## config.mk

```make
export PLATFORM = sky130hd
export DESIGN_NAME = alu_seq
export DESIGN_NICKNAME = d
export VERILOG_FILES = /design/src/rtl/alu_pkg.sv /design/src/rtl/alu_muldiv_iter.sv /design/src/rtl/alu_seq.sv
export SDC_FILE = /design/constraint.sdc
export NUM_CORES = 1
export LEC_CHECK = 0
export ABC_AREA = 1
export CAP_MARGIN = 5
export CORE_UTILIZATION = 45
export DETAILED_ROUTE_END_ITERATION = 8
export GPL_TIMING_DRIVEN = 0
export HOLD_SLACK_MARGIN = 0.12
export SYNTH_ARGS = -nofsm -noshare
export SYNTH_HDL_FRONTEND = slang
export SYNTH_HIERARCHICAL = 1
export SYNTH_SLANG_ARGS = --single-unit
```

## constraint.sdc

```tcl
create_clock -name clk -period 2.25 [get_ports clk]
set_input_delay 0.225 -clock clk [delete_from_list [all_inputs] [get_ports clk]]
set_output_delay 0.225 -clock clk [all_outputs]
set_load 0.02 [all_outputs]
```

## src/rtl/alu_pkg.sv

```systemverilog
// Shared types for the sequential ALU.
// Opcodes, FSM states and the registered flag bundle.
package alu_pkg;

  typedef enum logic [3:0] {
    OP_ADD  = 4'd0,
    OP_SUB  = 4'd1,
    OP_MUL  = 4'd2,
    OP_DIV  = 4'd3,
    OP_SHL  = 4'd4,
    OP_SHR  = 4'd5,
    OP_ROL  = 4'd6,
    OP_ROR  = 4'd7,
    OP_AND  = 4'd8,
    OP_OR   = 4'd9,
    OP_XOR  = 4'd10,
    OP_NOR  = 4'd11,
    OP_NAND = 4'd12,
    OP_XNOR = 4'd13,
    OP_GT   = 4'd14,
    OP_EQ   = 4'd15
  } alu_op_e;

  typedef enum logic [1:0] {
    IDLE = 2'd0,
    BUSY = 2'd1,
    DONE = 2'd2
  } alu_state_e;

  typedef struct packed {
    logic carry;
    logic zero;
    logic neg;
    logic ovf;
  } alu_flags_t;

  function automatic logic is_iter(alu_op_e op);
    return (op == OP_MUL) || (op == OP_DIV);
  endfunction

endpackage

```

## src/rtl/alu_muldiv_iter.sv

```systemverilog
// Iterative shift-add multiplier and restoring divider.
// One step per cycle; done is high for the cycle after the last step.
module alu_muldiv_iter
  import alu_pkg::*;
#(
  parameter int WIDTH = 8
) (
  input  logic             clk,
  input  logic             rst_n,
  input  logic             start,
  input  logic             is_div,
  input  logic [WIDTH-1:0] a,
  input  logic [WIDTH-1:0] b,
  output logic             busy,
  output logic             done,
  output logic [WIDTH-1:0] result,
  output logic             hi_nonzero,
  output logic             div_by_zero
);

  localparam int CW = $clog2(WIDTH + 1);

  logic [CW-1:0]      r_cnt;
  logic               r_busy;
  logic               r_div;
  logic [2*WIDTH-1:0] r_prod;
  logic [2*WIDTH-1:0] r_mcand;
  logic [WIDTH-1:0]   r_mplr;
  logic [WIDTH-1:0]   r_quo;
  logic [WIDTH-1:0]   r_rem;
  logic [WIDTH-1:0]   r_b;

  logic [WIDTH:0]     w_shift;
  logic [WIDTH:0]     w_trial;
  logic [2*WIDTH-1:0] w_sum;

  // remainder always stays below the divisor, so WIDTH bits suffice
  assign w_shift = {r_rem, r_quo[WIDTH-1]};
  assign w_trial = w_shift - {1'b0, r_b};
  assign w_sum   = r_prod + (r_mplr[0] ? r_mcand : '0);

  always_ff @(posedge clk or negedge rst_n) begin
    if (!rst_n) begin
      r_cnt   <= '0;
      r_busy  <= 1'b0;
      r_div   <= 1'b0;
      r_prod  <= '0;
      r_mcand <= '0;
      r_mplr  <= '0;
      r_quo   <= '0;
      r_rem   <= '0;
      r_b     <= '0;
    end else if (start) begin
      r_cnt   <= CW'(WIDTH);
      r_busy  <= 1'b1;
      r_div   <= is_div;
      r_prod  <= '0;
      r_mcand <= {{WIDTH{1'b0}}, a};
      r_mplr  <= b;
      r_quo   <= a;
      r_rem   <= '0;
      r_b     <= b;
    end else if (r_busy) begin
      if (r_cnt == '0) begin
        r_busy <= 1'b0;
      end else begin
        r_cnt <= r_cnt - CW'(1);
        if (r_div) begin
          if (!w_trial[WIDTH]) begin
            r_rem <= w_trial[WIDTH-1:0];
            r_quo <= {r_quo[WIDTH-2:0], 1'b1};
          end else begin
            r_rem <= w_shift[WIDTH-1:0];
            r_quo <= {r_quo[WIDTH-2:0], 1'b0};
          end
        end else begin
          r_prod  <= w_sum;
          r_mcand <= r_mcand << 1;
          r_mplr  <= r_mplr >> 1;
        end
      end
    end
  end

  assign busy        = r_busy;
  assign done        = r_busy && (r_cnt == '0);
  assign result      = r_div ? r_quo : r_prod[WIDTH-1:0];
  assign hi_nonzero  = |r_prod[2*WIDTH-1:WIDTH];
  assign div_by_zero = (r_b == '0);

endmodule

```

## src/rtl/alu_seq.sv

```systemverilog
// Handshaked ALU with registered result and flags.
// Single-cycle ops are computed at accept; MUL/DIV go to the iterator.
module alu_seq
  import alu_pkg::*;
#(
  parameter int WIDTH = 8
) (
  input  logic             clk,
  input  logic             rst_n,
  input  logic             in_valid,
  output logic             in_ready,
  input  logic [WIDTH-1:0] in_a,
  input  logic [WIDTH-1:0] in_b,
  input  logic [3:0]       in_op,
  output logic             out_valid,
  input  logic             out_ready,
  output logic [WIDTH-1:0] out_result,
  output logic             out_carry,
  output logic             out_zero,
  output logic             out_neg,
  output logic             out_ovf
);

  localparam int MSB = WIDTH - 1;

  alu_state_e r_state;
  alu_state_e w_next;
  alu_op_e    r_op;
  alu_op_e    w_op;
  alu_flags_t r_flags;
  logic       r_rst_done;

  logic [WIDTH-1:0] r_result;
  logic [WIDTH-1:0] w_res;
  logic [WIDTH:0]   w_add;
  logic [WIDTH:0]   w_sub;
  logic             w_c;
  logic             w_v;
  logic             w_accept;
  logic             w_iter;
  logic             w_start;

  logic             w_md_busy;
  logic             w_md_done;
  logic [WIDTH-1:0] w_md_res;
  logic             w_md_hinz;
  logic             w_md_dbz;

  assign w_op     = alu_op_e'(in_op);
  assign w_iter   = is_iter(w_op);
  assign in_ready = (r_state == IDLE) && r_rst_done;
  assign w_accept = in_valid && in_ready;
  assign w_add    = {1'b0, in_a} + {1'b0, in_b};
  assign w_sub    = {1'b0, in_a} - {1'b0, in_b};

  always_comb begin
    w_res = '0;
    w_c   = 1'b0;
    w_v   = 1'b0;
    unique case (w_op)
      OP_ADD: begin
        w_res = w_add[MSB:0];
        w_c   = w_add[WIDTH];
        w_v   = (in_a[MSB] == in_b[MSB]) &&
                (w_add[MSB] != in_a[MSB]);
      end
      OP_SUB: begin
        w_res = w_sub[MSB:0];
        w_c   = w_sub[WIDTH];
        w_v   = (in_a[MSB] != in_b[MSB]) &&
                (w_sub[MSB] != in_a[MSB]);
      end
      OP_MUL, OP_DIV: ;
      OP_SHL: begin
        w_res = {in_a[MSB-1:0], 1'b0};
        w_c   = in_a[MSB];
      end
      OP_SHR: begin
        w_res = {1'b0, in_a[MSB:1]};
        w_c   = in_a[0];
      end
      OP_ROL: begin
        w_res = {in_a[MSB-1:0], in_a[MSB]};
        w_c   = in_a[MSB];
      end
      OP_ROR: begin
        w_res = {in_a[0], in_a[MSB:1]};
        w_c   = in_a[0];
      end
      OP_AND:  w_res = in_a & in_b;
      OP_OR:   w_res = in_a | in_b;
      OP_XOR:  w_res = in_a ^ in_b;
      OP_NOR:  w_res = ~(in_a | in_b);
      OP_NAND: w_res = ~(in_a & in_b);
      OP_XNOR: w_res = ~(in_a ^ in_b);
      OP_GT:   w_res = WIDTH'(in_a > in_b);
      OP_EQ:   w_res = WIDTH'(in_a == in_b);
    endcase
  end

  always_comb begin
    w_next  = r_state;
    w_start = 1'b0;
    unique case (r_state)
      IDLE: begin
        if (w_accept) begin
          w_next  = w_iter ? BUSY : DONE;
          w_start = w_iter;
        end
      end
      BUSY: begin
        if (w_md_done)      w_next = DONE;
        else if (!w_md_busy) w_next = IDLE;
      end
      DONE: begin
        if (out_ready) w_next = IDLE;
      end
      default: w_next = IDLE;
    endcase
  end

  always_ff @(posedge clk or negedge rst_n) begin
    if (!rst_n) begin
      r_state    <= IDLE;
      r_rst_done <= 1'b0;
    end else begin
      r_state    <= w_next;
      r_rst_done <= 1'b1;
    end
  end

  always_ff @(posedge clk or negedge rst_n) begin
    if (!rst_n) begin
      r_op     <= OP_ADD;
      r_result <= '0;
      r_flags  <= '0;
    end else if ((r_state == IDLE) && w_accept) begin
      r_op <= w_op;
      if (!w_iter) begin
        r_result <= w_res;
        r_flags  <= '{carry: w_c, zero: ~|w_res,
                      neg: w_res[MSB], ovf: w_v};
      end
    end else if ((r_state == BUSY) && w_md_done) begin
      r_result <= w_md_res;
      r_flags  <= '{carry: (r_op == OP_DIV) ? w_md_dbz : w_md_hinz,
                    zero: ~|w_md_res,
                    neg: w_md_res[MSB], ovf: 1'b0};
    end
  end

  alu_muldiv_iter #(.WIDTH(WIDTH)) u_muldiv (
    .clk         (clk),
    .rst_n       (rst_n),
    .start       (w_start),
    .is_div      (w_op == OP_DIV),
    .a           (in_a),
    .b           (in_b),
    .busy        (w_md_busy),
    .done        (w_md_done),
    .result      (w_md_res),
    .hi_nonzero  (w_md_hinz),
    .div_by_zero (w_md_dbz)
  );

  assign out_valid  = (r_state == DONE);
  assign out_result = r_result;
  assign out_carry  = r_flags.carry;
  assign out_zero   = r_flags.zero;
  assign out_neg    = r_flags.neg;
  assign out_ovf    = r_flags.ovf;

endmodule
```

; ---- Word level (Yosys, flattened, before mapping)
; Index checks and enable logic that the tools add are counted.
[word_totals]
register_bits = 89
ramBits = 0
mem_bits_ro = 0
memories = 0
out_inout_bits = 14
in_bits = 24
latch_bits = 0
elab_cells = 133
[op_classes]
order_cmp = 1
reduce_logical = 27
mux = 48
n_mul = 0
n_eq_ne = 29
n_addsub = 5
n_shift = 0
n_div = 0
bitwise = 6
[ops]
columns = operator, count
row1 = 16-bit 2-to-1 mux, 9
row2 = 8-bit 2-to-1 mux, 17
row3 = 8-bit case mux with 14 select lines, 1
row4 = "4-bit equality test, second input constant", 8
row5 = 4-bit 2-to-1 mux, 6
row6 = 8-bit NOT, 3
row7 = 8-bit OR reduction, 3
row8 = 16-bit adder, 1
row9 = "4-bit by 3-bit equality test with 1-bit output, second input constant", 4
row10 = "4-bit by 2-bit equality test with 1-bit output, second input constant", 3
row11 = 2-bit 2-to-1 mux, 5
row12 = 8-bit by 8-bit adder with 9-bit output, 1
row13 = 3-bit AND reduction, 3
row14 = 8-bit by 8-bit subtractor with 9-bit output, 1
row15 = 9-bit by 8-bit subtractor with 9-bit output, 1
row16 = 8-bit bitwise AND, 1
row17 = 8-bit equality test, 1
row18 = 8-bit > comparator, 1
row19 = 4-bit zero test, 2
row20 = 8-bit zero test, 1
row21 = 8-bit OR, 1
row22 = 8-bit XOR, 1
row23 = 1-bit logical AND, 7
row24 = 1-bit 2-to-1 mux, 7
row25 = 18 further kinds, 28

; ---- Logic depth before layout (Yosys ltp)
; Gate-level depths: netlist (run 1).
[depth]
word_depth = 7
ltp_mapped = 15
ltp_nobuf = 15

; ---- Hierarchy
; Netlist (run 1), hierarchy kept.
[by_module_without_submodules]
columns = module, area_each_um2, cells_per_inst, seq_area_each_um2, instances
row1 = alu_muldiv_iter, 4725.8, 656, 1751.7, 1
row2 = alu_seq, 2573.7, 444, 450.4, 1

; ---- Worst setup path before layout (run 1)
; OpenSTA, ideal clock, no wires.
[synth_path]
path_kind = flip-flop to flip-flop
start = reg u_muldiv.r_mplr[0]
end = reg u_muldiv.r_prod[12]
slack_ps = 165
path_stages_with_launch = 16
arrival_ps = 1959
t_required_ps = 2124
cell_sequence = dfrtp_1 buf_2 clkbuf_1 nand2_1 inv_1 ha_1 inv_1 fa_1 inv_1 nand3_1 nand3_1 nand3_1 nand3_1 nand2_1 nand2_1 o21ai_0
[synth_via]
elab_chain_cells = 6
[synth_rtl]
columns = item, line_no
row1 = from (decl), alu_muldiv_iter.sv:28  ; logic [WIDTH-1:0] r_mplr;
row2 = from (signal assigned), alu_muldiv_iter.sv:79  ; r_mplr <= r_mplr >> 1;
row3 = 16-bit 2-to-1 mux, alu_muldiv_iter.sv:40  ; assign w_sum = r_prod + (r_mplr[0] ? r_mcand : '0);
row4 = 16-bit adder, alu_muldiv_iter.sv:40
row5 = 16-bit 2-to-1 mux, alu_muldiv_iter.sv:68  ; if (r_div) begin
row6 = 16-bit 2-to-1 mux, alu_muldiv_iter.sv:64  ; if (r_cnt == '0) begin
row7 = 16-bit 2-to-1 mux, alu_muldiv_iter.sv:63  ; end else if (r_busy) begin
row8 = 16-bit 2-to-1 mux, alu_muldiv_iter.sv:53  ; end else if (start) begin
row9 = to (signal assigned), alu_muldiv_iter.sv:77  ; r_prod <= w_sum;
row10 = to (decl), alu_muldiv_iter.sv:26  ; logic [2*WIDTH-1:0] r_prod;
; Every way passes these cells. The select of a mux whose other input is x is not followed.
; A chain may end at the register's enable or synchronous reset.

; ---- Final worst setup path (run 1)
[layout_path]
start = in in_b[4]
end = reg r_flags, in the netlist out_zero
[layout_via]
elab_chain_cells = 7
[layout_rtl]
columns = item, line_no
row1 = from (decl), alu_seq.sv:13  ; input logic [WIDTH-1:0] in_b,
row2 = branches (longest 2 deep; another with 8-bit by 8-bit subtractor with 9-bit output), -
row3 = 8-bit case mux with 14 select lines (*), alu_seq.sv:60  ; unique case (w_op)
row4 = 8-bit OR reduction (*), alu_seq.sv:141  ; r_flags <= '{carry: w_c, zero: ~|w_res,
row5 = 1-bit zero test (*), alu_seq.sv:141
row6 = 4-bit 2-to-1 mux (*), alu_seq.sv:139  ; if (!w_iter) begin
row7 = 4-bit 2-to-1 mux (*), alu_seq.sv:137  ; end else if ((r_state == IDLE) && w_accept) begin
row8 = to (signal assigned), alu_seq.sv:141
row9 = to (signal assigned), alu_seq.sv:146  ; r_flags <= '{carry: (r_op == OP_DIV) ? w_md_dbz : w_md_hinz,
row10 = to (decl), alu_seq.sv:30  ; alu_flags_t r_flags;
; Mark *: on every way between the ends. The select of a mux whose other input is x is not followed.

==> results of run 1 <==
[synthesized netlist by cell type (all sizes together)]
| library cell | instances | area (µm²) |
|---|---|---|
| clkbuf | 6 | 22.5 |
| a31oi | 1 | 6.26 |
| o21ai | 93 | 571 |
| nand2 | 372 | 1470 |
| ha | 48 | 601 |
| nand3 | 80 | 410 |
| a211oi | 1 | 7.51 |
| inv | 196 | 738 |
| nand3b | 7 | 52.6 |
| a21oi | 34 | 185 |
| a22oi | 2 | 20.0 |
| or2 | 2 | 12.5 |
| conb | 1 | 3.75 |
| nor2 | 83 | 344 |
| o31ai | 1 | 7.51 |
| nor4 | 4 | 25.0 |
| and2 | 2 | 12.5 |
| dfrtp | 88 | 2200 |
| clkinv | 1 | 3.75 |
| nor3 | 13 | 75.1 |
| o211ai | 7 | 52.6 |
| nand4 | 14 | 87.6 |
| fa | 4 | 80.1 |
| o41ai | 1 | 8.76 |
| o22ai | 10 | 62.6 |
| xnor2 | 2 | 17.5 |
| buf | 20 | 158 |
| o21bai | 2 | 15.0 |
| xor2 | 5 | 43.8 |
[cells by family (layout without fill, tap and decap cells)]
group,Yosys count,count (layout),share of synthesized area [%]
AOI/OAI and AO/OA,152,152,12.8
xor gates and xnor gates,7,7,0.840
adders and majority gates,52,52,9.32
buffers and inverters,223,278,12.6
DFF,88,88,30.2
other,1,1,0.0514
and+or+nand+nor,577,577,34.2
[state kept, by name (all words and copies together) (netlist names)]
name / flops
out_neg: 1
out_zero: 1
u_muldiv/r_prod: 16
r_state: 2
r_op: 4
u_muldiv/r_div: 1
u_muldiv/r_rem: 8
r_rst_done: 1
u_muldiv/r_quo: 8
u_muldiv/r_mcand: 16
out_result: 7
u_muldiv/r_cnt: 4
u_muldiv/busy: 1
u_muldiv/r_b: 8
out_ovf: 1
u_muldiv/r_mplr: 8
out_carry: 1
[metal layers]
layer / part of all wire [%] / global-route usage [%] / up-vias
met2: 45 / 39.4 / 137
met1: 49 / 36.6 / 3241
met3: 5.0 / 4.58 / 18
met4: 1.1 / 5.47 / 0
li1: - / - / 3567
met5: 0 / 0 / -
[worst reg2reg max path, delay by kind of cell, from the launching register on]
family          cells  cell delay, ns
flops               1            0.43
compound gates      1            0.06
buf+inv             5            0.77
simple gates        5            0.70
[what timing repair did]
| action | CTS | global route |
|---|---|---|
| endpoints found under the setup margin | 18 | 66 |
| hold buffers | 1 | 0 |
| hold endpoints to repair | 31 | 0 |
| resized for setup | 14 | 44 |
| pin swaps | 0 | 2 |
| buffers inserted | 0 | 1 |
[metrics by stage]
stage / setup TNS (ns) / hold WS [ns] / worst slack (ns)
floorplan: 0 / -0.0706 / 0.165
global placement: -228.47 / 0.467 / -2.50
detailed placement: -9.86 / 0.203 / -0.736
CTS: 0 / 0.373 / 0.00483
global route: -0.00643 / 0.272 / -0.00643
finish: 0 / 0.240 / 0.111
[cells in the final DEF (no fill, tap or decap), drive strengths merged, types with 3 or more instances in the layout]
master,instances
dlymetal6s2s,3
nor3,13
nor4,4
xor2,5
nand3b,7
dfrtp,88
nor2,83
nand4,14
ha,48
o22ai,10
a21oi,34
nand2,372
inv,198
o211ai,7
buf,19
dlygate4sd2,6
nand3,80
fa,4
clkdlybuf4s50,23
clkbuf,22
o21ai,93
[area by class of cell]
type	count	share of cell area, %
Clock inverter	5	1.02
Multi-Input combinational cell	789	50.7
Buffer	25	2.32
Clock buffer	11	3.00
Sequential cell	88	26.1
Timing Repair Buffer	40	4.78
Tap cell	216	3.21
Inverter	197	8.80
[path summary, 6_finish.rpt]
| kind | startpoint | end | slack [ns] |
|---|---|---|---|
| max in group asynchronous | rst_n | r_op[0] | 1.24 |
| min in group asynchronous | rst_n | u_muldiv/r_prod[13] | 0.37 |
| hold reg to reg | out_result[3] | out_result[3] | 0.48 |
| hold / removal | in_b[5] | u_muldiv/r_b[5] | 0.24 |
| setup / recovery | in_b[4] | out_zero | 0.11 |
| setup reg to reg | r_state[1] | u_muldiv/r_prod[6] | 0.17 |
[where the power goes]
part	total [W]	internal (W)	switching, W
sequential	0.00236	0.00206	0.000298
clock	0.00170	0.00104	0.000660
combinational	0.00310	0.00117	0.00193
total	0.00716	0.00427	0.00289
==> results_dict.tcl, run 1 <==
set metrics [dict create \
    power_density_nw_per_um2 849 \
    worst-path-buf-inv 3 \
    syn_to_final_growth_pct 15.5 \
    min_period_ns 2.14 \
    relSlewSlack_pct 55.7 \
    cts_tree "built" \
    fin_skew_ns 0.0102 \
    syn_avg_cell_area_um2 6.64 \
    synth-seq-cells 88 \
    drt_iter0_drc 363 \
    gp_congestion 0.958 \
    gr-total-overflow 0 \
    fin_cells 1371 \
    regArea_um2 2200 \
    antenna_cells 0 \
    grt_first_pass_wirelength_mm 32.4 \
    portBuffers 37 \
    final_nets 1226 \
    critical_path_depth 13 \
    clk_latency_ns 0.34 \
    grt.total_usage_pct 25.3 \
    num_vias 6963 \
    fill_cells 1653 \
    crit_type "primary input to register" \
    cts_root_buf "clkbuf_16" \
    dp_hpwl_mm 15.9 \
    fin_util_pct 53.1 \
    crit_family "simple AND/OR/NAND/NOR gates" \
    slew_viol_final 0 \
    setup_viol 0 \
    path_cells "clkdlybuf4s50_1, inv_1, ha_1, clkbuf_4, nor2_4, nand3_1, nor2_2, nor3_1, nand2_1, nand3_1, nor2_1, nand4_1, a21oi_2" \
    crit_path_start_kind "primary input" \
    start_util_pct 46.0 \
    netlist_instances 1100 \
    fp-row-count 46 \
    via_per_inst 5.08 \
    finalInstanceArea_um2 8430 \
    crit_arrival_ns 2.41 \
    synth_cell_type_count 44 \
    path_clk_slew_ns 0.07 \
    multi_input_area_um2 4280 \
    drive_above_1_share_pct 11.9 \
    ant_nets 0 \
    fin_crit_sh_pct 95.1 \
    synth_area_um2 7300 \
    max_freq_ghz 0.467 \
    hold_class "primary input to register" \
    rr_worst_depth 11 \
    grt_max_degree 58 \
    numCtsBuffers 9 \
    cellLeakagePower_nw 4.50 \
    worstSetupEndpointType "register" \
    wl_per_cell_um 14.7 \
    postRouteWirelength_mm 20.2 \
    whs_path_depth 3 \
    drt_pass1_iterations 5 \
    htree_levels 3 \
    total_power_w 0.00716 \
    dieHeight_um 129 \
    critPathMaxFanout 10 \
    crit_path_top_delay_cell "clkdlybuf4s50_1" \
    grt_pass1_vias 6327 \
    worstPathRequired_ns 2.52 \
    antenna_found_initial 0 \
    crit_path_frequent_cell "nand3_1" \
    yosysSeqAreaShare_pct 30.2 \
    status "finished, final reports clean" \
    dp.cells 1354 \
    synth_warnings 6 \
    worst_slew_pin_slew_ns 0.662 \
    ios 38 \
    post-route-drc-count 0 \
    drv_cap 0 \
    max_stage_delay_ns 0.53 \
    design.core.area_um2 15900 \
    cts_max_path_buffers 2 \
    hold_viol 0 \
    vdd_ir_drop_max_mv 0.449 \
    fp.dieW_um 129 \
    syn_nets 1176 \
    placed_area_um2 7970 \
    cts_sinks 88 \
    die_area_um2 16700 \
]
Power figures use the tool's default switching activity.
==> run 2, diff against run 1 <==
--- a/config.mk
+++ b/config.mk
@@ -6,6 +6,7 @@
 export NUM_CORES = 1
 export LEC_CHECK = 0
 export ABC_AREA = 1
+export ABC_CLOCK_PERIOD_IN_PS = 2250
 export CAP_MARGIN = 5
 export CORE_UTILIZATION = 45
 export DETAILED_ROUTE_END_ITERATION = 8
==> results of run 2 <==
Same layout as run 1: the final DEF is identical, and so are final timing and power.
